==> src/rtl/usb3_scram_ctrl.sv <==
`timescale 1ns/1ps
// Purpose: classifies Gen1 TX words, drives scrambler LFSR reset/advance, picks raw vs scrambled bytes, flags partial SKP.
// Latency: LFSR controls are combinational from the current word; out_* are registered (1 cycle).
// Backpressure: none; accepts a word on every tx_valid cycle, idle cycles hold outputs and LFSR.
module usb3_scram_ctrl #(
  parameter logic [7:0]  COM_SYM       = 8'hBC,
  parameter logic [7:0]  SKP_SYM       = 8'h3C,
  parameter int          TS_BODY_WORDS = 3,
  parameter logic [15:0] SCRAM_INIT    = 16'hFFFF
) (
  input  logic        clock,
  input  logic        reset_n,
  input  logic        tx_valid,
  input  logic [31:0] tx_data,
  input  logic [3:0]  tx_datak,
  input  logic        scram_disable,
  input  logic        err_clr,
  output logic        lfsr_en,
  output logic        lfsr_rst,
  output logic [15:0] lfsr_init,
  output logic [31:0] lfsr_din,
  input  logic [31:0] lfsr_dout,
  output logic        out_valid,
  output logic [31:0] out_data,
  output logic [3:0]  out_datak,
  output logic        scram_active,
  output logic        align_err
);

  localparam int CW = (TS_BODY_WORDS < 1) ? 1 : $clog2(TS_BODY_WORDS + 1);

  typedef enum logic [1:0] {S_IDLE, S_ACTIVE, S_DISABLED} state_t;

  state_t          r_state;
  state_t          w_state_nxt;
  logic [CW-1:0]   r_ts_cnt;
  logic [3:0]      w_com_b;
  logic [3:0]      w_skp_b;
  logic            w_comw;
  logic            w_tsw;
  logic            w_skpw;
  logic            w_pskp;
  logic [31:0]     w_sel_data;

  // Per-byte K-symbol detection and whole-word classification.
  always_comb begin
    w_com_b = 4'b0;
    w_skp_b = 4'b0;
    for (int i = 0; i < 4; i++) begin
      w_com_b[i] = tx_datak[i] & (tx_data[8*i +: 8] == COM_SYM);
      w_skp_b[i] = tx_datak[i] & (tx_data[8*i +: 8] == SKP_SYM);
    end
  end

  assign w_comw = |w_com_b;
  assign w_tsw  = &w_com_b;
  assign w_skpw = &w_skp_b;
  assign w_pskp = (|w_skp_b) & ~w_skpw;

  // LFSR stays in lock regardless of state: COM reseeds, SKP and idle hold.
  assign lfsr_rst     = tx_valid & w_comw;
  assign lfsr_en      = tx_valid & ~w_comw & ~w_skpw;
  assign lfsr_init    = SCRAM_INIT;
  assign lfsr_din     = tx_data;
  assign scram_active = (r_state == S_ACTIVE);

  // State register.
  always_ff @(posedge clock or negedge reset_n) begin
    if (!reset_n) r_state <= S_IDLE;
    else          r_state <= w_state_nxt;
  end

  // Next state: disable overrides everything; resync waits for a COM.
  always_comb begin
    w_state_nxt = r_state;
    if (scram_disable) begin
      w_state_nxt = S_DISABLED;
    end else begin
      case (r_state)
        S_IDLE:     if (tx_valid && w_comw) w_state_nxt = S_ACTIVE;
        S_ACTIVE:   w_state_nxt = S_ACTIVE;
        S_DISABLED: w_state_nxt = S_IDLE;
        default:    w_state_nxt = S_IDLE;
      endcase
    end
  end

  // Count down the unscrambled TS1/TS2 body words that follow a 4xCOM word.
  always_ff @(posedge clock or negedge reset_n) begin
    if (!reset_n) begin
      r_ts_cnt <= '0;
    end else if (tx_valid) begin
      if (w_tsw)                              r_ts_cnt <= CW'(TS_BODY_WORDS);
      else if (!w_skpw && (r_ts_cnt != '0))   r_ts_cnt <= r_ts_cnt - CW'(1);
    end
  end

  // Byte select: scramble only D bytes of non-COM words outside a TS body while active.
  always_comb begin
    w_sel_data = tx_data;
    for (int i = 0; i < 4; i++) begin
      if ((r_state == S_ACTIVE) && !tx_datak[i] && !w_comw && (r_ts_cnt == '0))
        w_sel_data[8*i +: 8] = lfsr_dout[8*i +: 8];
    end
  end

  // Output register; data/K hold across idle cycles.
  always_ff @(posedge clock or negedge reset_n) begin
    if (!reset_n) begin
      out_valid <= 1'b0;
      out_data  <= 32'h0;
      out_datak <= 4'h0;
    end else begin
      out_valid <= tx_valid;
      if (tx_valid) begin
        out_data  <= w_sel_data;
        out_datak <= tx_datak;
      end
    end
  end

  // Sticky partial-SKP flag; a new partial SKP beats a same-cycle clear.
  always_ff @(posedge clock or negedge reset_n) begin
    if (!reset_n)                align_err <= 1'b0;
    else if (tx_valid && w_pskp) align_err <= 1'b1;
    else if (err_clr)            align_err <= 1'b0;
  end

endmodule

==> config.mk <==
export PLATFORM = sky130hd
export DESIGN_NAME = usb3_scram_ctrl
export DESIGN_NICKNAME = d
export VERILOG_FILES = /design/src/rtl/usb3_scram_ctrl.sv
export SDC_FILE = /design/constraint.sdc
export NUM_CORES = 1
export LEC_CHECK = 0
export CAP_MARGIN = 15
export CORE_UTILIZATION = 35
export DETAILED_ROUTE_END_ITERATION = 7
export DONT_BUFFER_PORTS = 1
export GPL_ROUTABILITY_DRIVEN = 1
export HOLD_SLACK_MARGIN = 0.08
export PLACE_DENSITY = 0.5
export SLEW_MARGIN = 20
export SYNTH_ARGS = -nofsm -noshare
export SYNTH_HDL_FRONTEND = slang
export SYNTH_SLANG_ARGS = --single-unit
==> constraint.sdc <==
create_clock -name clock -period 4.6 [get_ports clock]
set_input_delay 0.69 -clock clock [delete_from_list [all_inputs] [get_ports clock]]
set_output_delay 0.69 -clock clock [all_outputs]
set_load 0.02 [all_outputs]
==> metrics.json <==
{
  "tightest_slew": {"value": 965, "unit": "ps"},
  "viasPerCell": {"value": 5.44},
  "grt_pass1_vias": {"value": 1818},
  "worst_ir_drop_vdd": {"value": 0.000108, "unit": "V"},
  "critical_path_class": {"value": "input port to output port"},
  "number_of_levels_the_h_tree_was_split_into": {"value": 2},
  "path_cells": {"value": "and4b_1 -> nand4_2 -> o2111ai_4 -> and2_1"},
  "cts.repair.resized": {"value": 0},
  "fin_hold_ws": {"value": 231, "unit": "ps"},
  "switching_share": {"value": 30.2, "unit": "%"},
  "total_power_of_the_final_layout": {"value": 897, "unit": "uW"},
  "clock_power_share": {"value": 33.3, "unit": "%"},
  "place.gp.congestion": {"value": 0.687},
  "aggregate_global_routing_overflow": {"value": 0},
  "report.final.setup_viol": {"value": 0},
  "finalWirelength": {"value": 6.61, "unit": "mm"},
  "fin_nets": {"value": 322},
  "ys.warnings.count": {"value": 0},
  "drt-wirelength-per-cell": {"value": 18.8, "unit": "um"},
  "tritoncts.num_buffers": {"value": 5},
  "via_count": {"value": 1911},
  "antenna_found_initial": {"value": 0},
  "core-area": {"value": 0.00777, "unit": "sq mm"},
  "post_synthesis_cells": {"value": 295},
  "avgSynthCellArea": {"value": 9.56, "unit": "sq um"},
  "cp_slowest_cell": {"value": "sky130_fd_sc_hd__o2111ai_4"},
  "slowest_delay": {"value": 410, "unit": "ps"},
  "post-route-util": {"value": 34.4, "unit": "%"},
  "final_layout_size_suffix_gt1_share": {"value": 17.3, "unit": "%"},
  "synth_top_area_cells": {"value": "sky130_fd_sc_hd__dfrtp_1 37%, sky130_fd_sc_hd__buf_4 13%, sky130_fd_sc_hd__o211ai_1 8.5%"},
  "critical_path_start_type": {"value": "input port"},
  "synth_seq_cells": {"value": 42},
  "die_area": {"value": 0.00842, "unit": "sq mm"},
  "power_switching": {"value": 271, "unit": "uW"},
  "path_buf_inv": {"value": 0},
  "endpoint_kind": {"value": "output port"},
  "fmaxAchievable": {"value": 0.391, "unit": "GHz"},
  "grt_setup_unrepaired": {"value": "no"},
  "postLayoutCellArea": {"value": 0.00267, "unit": "sq mm"},
  "post-route-drc-count": {"value": 0},
  "yosysSeqAreaShare": {"value": 37.3, "unit": "%"},
  "row_count": {"value": 32},
  "worst_slew_margin_rel": {"value": 35.5, "unit": "%"},
  "p_comb_share": {"value": 14.5, "unit": "%"},
  "worst_path_top_cell_family_by_delay": {"value": "simple AND/OR/NAND/NOR gates"},
  "synth_cell_types": {"value": 38},
  "post_synth_edffs": {"value": 0},
  "async_reset_ff_share": {"value": 100, "unit": "%"},
  "netlist.top_cell.by_area": {"value": "sky130_fd_sc_hd__dfrtp_1"},
  "final.setup_skew": {"value": 2.79, "unit": "ps"},
  "clockRootBuffer": {"value": "sky130_fd_sc_hd__clkbuf_8"},
  "clockBufferDepth": {"value": 2},
  "final_cell_mix": {"value": "42 x sky130_fd_sc_hd__dfrtp_1, 37 x sky130_fd_sc_hd__inv_1, 35 x sky130_fd_sc_hd__nand2_1"},
  "commonest_non_fill_non_tap_cell_in_the_layout": {"value": "sky130_fd_sc_hd__dfrtp_1"},
  "crit_fanout": {"value": 13},
  "post-synth-top-area-fraction": {"value": 37.3, "unit": "%"},
  "clock_pin_slew_worst_setup_and_hold_paths": {"value": 90, "unit": "ps"},
  "power.density_cell_area": {"value": 336, "unit": "mW/mm^2"},
  "postPlaceCellArea": {"value": 0.00253, "unit": "sq mm"},
  "insertion_delay": {"value": 300, "unit": "ps"},
  "clock-sinks": {"value": 42},
  "initial_core_util": {"value": 36.3, "unit": "%"},
  "timing.final.max_slew_violations": {"value": 0},
  "hold_class": {"value": "input port to asynchronous set/reset pin"},
  "grt_util_all_layers": {"value": 16.1, "unit": "%"},
  "fp.dieH": {"value": 91.8, "unit": "um"},
  "yosys_most_used_dff": {"value": "sky130_fd_sc_hd__dfrtp_1"},
  "dr.first_iter.drc_count": {"value": 89},
  "place_hpwl": {"value": 4.70, "unit": "mm"},
  "top_level_ports": {"value": 162},
  "port-buffer-count": {"value": 0},
  "cp_data_required_time": {"value": 3910, "unit": "ps"},
  "p_int": {"value": 626, "unit": "uW"},
  "setup_tns": {"value": 0, "unit": "ps"},
  "final_min_period_over_clock_period": {"value": 55.6, "unit": "%"},
  "endpoints_failing_hold": {"value": 0},
  "grt_pass1_wl": {"value": 10.3, "unit": "mm"},
  "grt_max_degree": {"value": 106},
  "max_cap_violations": {"value": 0},
  "area_growth": {"value": -5.32, "unit": "%"},
  "synth_area": {"value": 0.00282, "unit": "sq mm"},
  "finalCriticalPeriod": {"value": 2560, "unit": "ps"},
  "final_antenna_net_count": {"value": 0},
  "outcome": {"value": "complete, no violations"},
  "drt-pass1-iter-count": {"value": 4},
  "cts_tree": {"value": "built"},
  "power.sequential.fraction": {"value": 52.2, "unit": "%"},
  "die_w": {"value": 91.8, "unit": "um"},
  "critical_path_arrival": {"value": 1870, "unit": "ps"},
  "leakagePower": {"value": 0.00110, "unit": "uW"},
  "antenna_cells_inserted": {"value": 0}
}
==> cell usage after synthesis (3+ instances only) <==
library cell,n
sky130_fd_sc_hd__o22ai_1,3
sky130_fd_sc_hd__buf_2,4
sky130_fd_sc_hd__buf_4,50
sky130_fd_sc_hd__buf_6,4
sky130_fd_sc_hd__nand2_1,35
sky130_fd_sc_hd__o221ai_2,16
sky130_fd_sc_hd__and4b_1,4
sky130_fd_sc_hd__mux2_2,5
sky130_fd_sc_hd__dfrtp_1,42
sky130_fd_sc_hd__clkbuf_1,12
sky130_fd_sc_hd__nor2_1,3
sky130_fd_sc_hd__o211ai_1,32
sky130_fd_sc_hd__inv_1,37
sky130_fd_sc_hd__o221ai_1,16
==> per-layer routing <==
metal | global-route usage [%] | share of wire [%]
met5 | 0 | 0
met4 | 4.30 | 1.1
met3 | 5.47 | 8.6
met2 | 25.3 | 49
met1 | 21.2 | 42
==> path summary, 6_finish.rpt <==
| kind | from | to | slack [ps] | depth (start not counted) |
|---|---|---|---|---|
| setup / recovery | tx_data[14] | lfsr_rst | 2040 | 4 |
| max in group asynchronous | reset_n | align_err | 4170 | 1 |
| hold / removal | reset_n | out_valid | 230 | 1 |
| hold reg to reg | r_state[1] | r_state[0] | 440 | 1 |
| setup reg to reg | r_state[1] | out_data[30] | 2200 | 4 |
| min in group clock | scram_disable | r_state[1] | 410 | 0 |
==> what timing repair did <==
| action | CTS | global route |
|---|---|---|
| buffers inserted | 0 | 0 |
| hold endpoints to repair | 42 | 0 |
| endpoints found under the setup margin | 0 | 0 |
| hold buffers | 1 | 0 |
==> power groups by stage <==
stage          logic [uW]  registers [uW]  clock network [uW]
6_report              130             468                 299
2_1_floorplan         170             469                   0
3_3_place_gp          120             476                   0
5_1_grt               146             473                 326
4_1_cts               133             469                 309
3_5_place_dp          122             476                   0
==> logic make-up after synthesis <==
family,after synthesis,synth area share [%]
AO/OA/AOI/OAI,72,24.4
adder cells (fa/ha/maj),1,0.444
buffers and inverters,108,22.3
flip-flops,42,37.3
multiplexers,5,2.00
other,1,0.133
AND/OR/NAND/NOR,66,13.4
==> per-stage QoR <==
step           std cells  worst slack, ps
2_1_floorplan        310             2110
3_3_place_gp         342             1900
3_5_place_dp         342             1880
4_1_cts              351             2020
5_1_grt              351             1930
6_report             351             2040
==> cell type report <==
type	instances	area, sq um
Fill cell	808	5100
Sequential cell	42	1050
Clock buffer	5	68.8
Clock inverter	3	40.0
Tap cell	102	128
Timing Repair Buffer	2	35.0
Inverter	37	139
Multi-Input combinational cell	160	1210
==> state kept, by name (all words and copies together), names as in the netlist <==
register,count
align_err,1
out_data,32
out_datak,4
out_valid,1
r_state,2
r_ts_cnt,2
No activity file was read; power rests on OpenSTA's default activity.
==> RTL edit: new RTL, config.mk and constraints unchanged <==
Re-encode `state_t` (3 states) as one-hot, 3 bits wide.
--- a/src/rtl/usb3_scram_ctrl.sv
+++ b/src/rtl/usb3_scram_ctrl.sv
@@ -30,5 +30,5 @@
   localparam int CW = (TS_BODY_WORDS < 1) ? 1 : $clog2(TS_BODY_WORDS + 1);
 
-  typedef enum logic [1:0] {S_IDLE, S_ACTIVE, S_DISABLED} state_t;
+  typedef enum logic [2:0] {S_IDLE = 3'b001, S_ACTIVE = 3'b010, S_DISABLED = 3'b100} state_t;
 
   state_t          r_state;
Check against the original RTL: same outputs for any inputs over 10 cycles, from zero or initial values and one cycle with reset_n low; not proved beyond that.
==> RTL edit against the original RTL <==
- sequential cell count is 1 higher
- cell area is 1.6% higher
- critical path depth is the same
- clock skew grew 1.3 ps
- count of clock-buffer cells in the layout grew 2
- first-iteration DRC count fell by 28%
- synthesized area is 1.7% higher
- hold slack is essentially flat
- routed wire length is 1.9% higher
- register-to-register slack gained 350 ps
- via count is 1.8% higher
- worst setup slack lost 270 ps
- total power is 4.1% lower
==> RTL edit: results (changes against the original RTL) <==
| Metric | Value |
|---|---|
| Reg2reg setup slack | 2550 ps (+350 ps) |
| IO Port Bufs | 0 (unchanged) |
| Seq/Total Area, Yosys | 37.5% (+0.28 points) |
| Vias in the first global route | 1927 (+6.0%) |
| # clk buffers | 7 (+2) |
| Sequential cell area share | 39.7% (+0.35 points) |
| GR Util met1 | 20.6% (-0.54 points) |
| Main area contributors after synthesis | dfrtp_1, buf_4, o211ai_1 |
| Dpl ws | 1750 ps (-131 ps) |
| DP HPWL | 4.73 mm (+0.51%) |
| Deepest clock path buffer count | 2 (unchanged) |
| R2r startpoint | r_state[0] |
| Gate Count Post-Synth | 298 (+1.0%) |
| Leak pwr | 1.11 nW (+0.80%) |
| Slowest CP cell | o2111ai_4 |
| Vias/cell | 5.48 (+0.63%) |
| Met3 WL post-DR | 638 um (+12%) |
| Layout cells sized above 1 | 16.2% (-1.1 points) |
| CTS Root Cell | clkbuf_8 |
| Max transition margin | 51.9% (+16 points) |
| Count of cell types in the netlist | 42 (+11%) |
| Outcome | finished, final reports clean |
| Met2 Use GR | 25.1% (-0.13 points) |
| Finished Layout Cells | 355 (+1.1%) |
| Worst-Skew Late Latency | approximately 290 ps |
| Worst reg2reg path depth | 5 (+1) |
| Placed cell areas | 2590 sq um (+2.4%) |
| Final min period | 2830 ps (+270 ps) |
| Starting DRC count in detailed routing | 64 (-28%) |
| WL/cell | 19.0 um (+0.71%) |
| Final nets | 326 (+1.2%) |
| Max Clock Skew | 4.14 ps (+1.35 ps) |
| # Post-CTS Setup Buffers | 0 (unchanged) |
| Plain + repair buffers | 2 (unchanged) |
| Flops & latches, synth | 43 (+2.4%) |
| Final Wtd Congestion | 0.661 (-3.8%) |
| # placed instances | 346 (+1.2%) |
| Crit-path max cell delay | 650 ps (+240 ps) |
| Ant diodes | 0 (unchanged) |
| Worst r2r dst | out_data[24] |
| #MultiIn Comb | 163 (+1.9%) |
| Setup crit start | tx_data[30] |
| Fill cells | 860 (+6.4%) |
| Area Growth Syn to Fin | -5.45% |
| Clk tree area frac | 3.37% (-0.71 points) |
| First-pass GRT wire length | 10.4 mm (+1.1%) |
| Metal2 WL | 3.12 mm (-3.1%) |
| TritonCTS Buffers | 5 (unchanged) |
| Fraction of area in multi-input gates | 45.8% (+0.54 points) |
| Met3 usage | 5.34% (-0.14 points) |
| Leading registers by flop count | out_data x32, out_datak x4, r_state x3 |
| Buffering overhead | 1.29% (-0.021 points) |
| WL met1 | 2.91 mm (+5.4%) |
| Hold Worst Slack | 231 ps (+0.474 ps) |
| CP Max Fanout | 25 (+12) |
| Gr usage total | 15.8% (-0.28 points) |
| Drt first pass iters | 4 (unchanged) |
| Clk slew on worst S/H paths | 80 ps |
| Peak supply drop | 0.0908 mV (-16%) |
| Synth warn | 0 (unchanged) |
RTL edit: cell types whose count changed after synthesis, sizes merged:
cell / delta
a21oi: -1
buf: -2
nand4b: +1
nor2: +1
nor2b: -1
nand4: +1
nand2b: +1
clkbuf: +1
nand3: -1
nor3b: +1
dfstp: +1
a211oi: +2
nor3: -1
RTL edit: report_power, final:
group | internal, mW | total [mW] | switching (mW)
clock | 0.121 | 0.251 | 0.130
sequential | 0.417 | 0.479 | 0.0621
combinational | 0.0594 | 0.129 | 0.0694
RTL edit: cells by family (layout without fill, tap and decap cells):
family          after synthesis  after routing  share of synthesized area [%]
buf+inv                     107             47                           21.5
other cells                   1             16                          0.131
simple gates                 68             68                           13.9
fa+ha+maj                     1              1                          0.436
compound gates               73             73                           24.6
mux                           5              5                           1.96
flops                        43             43                           37.5
RTL edit: worst reg2reg max path, cell delays in order (launching register included):
cell	delay [ps]
dfstp_2	380
nand2b_4	150
nor2_4	290
nand3b_1	390
or2_1	550
o221ai_2	230
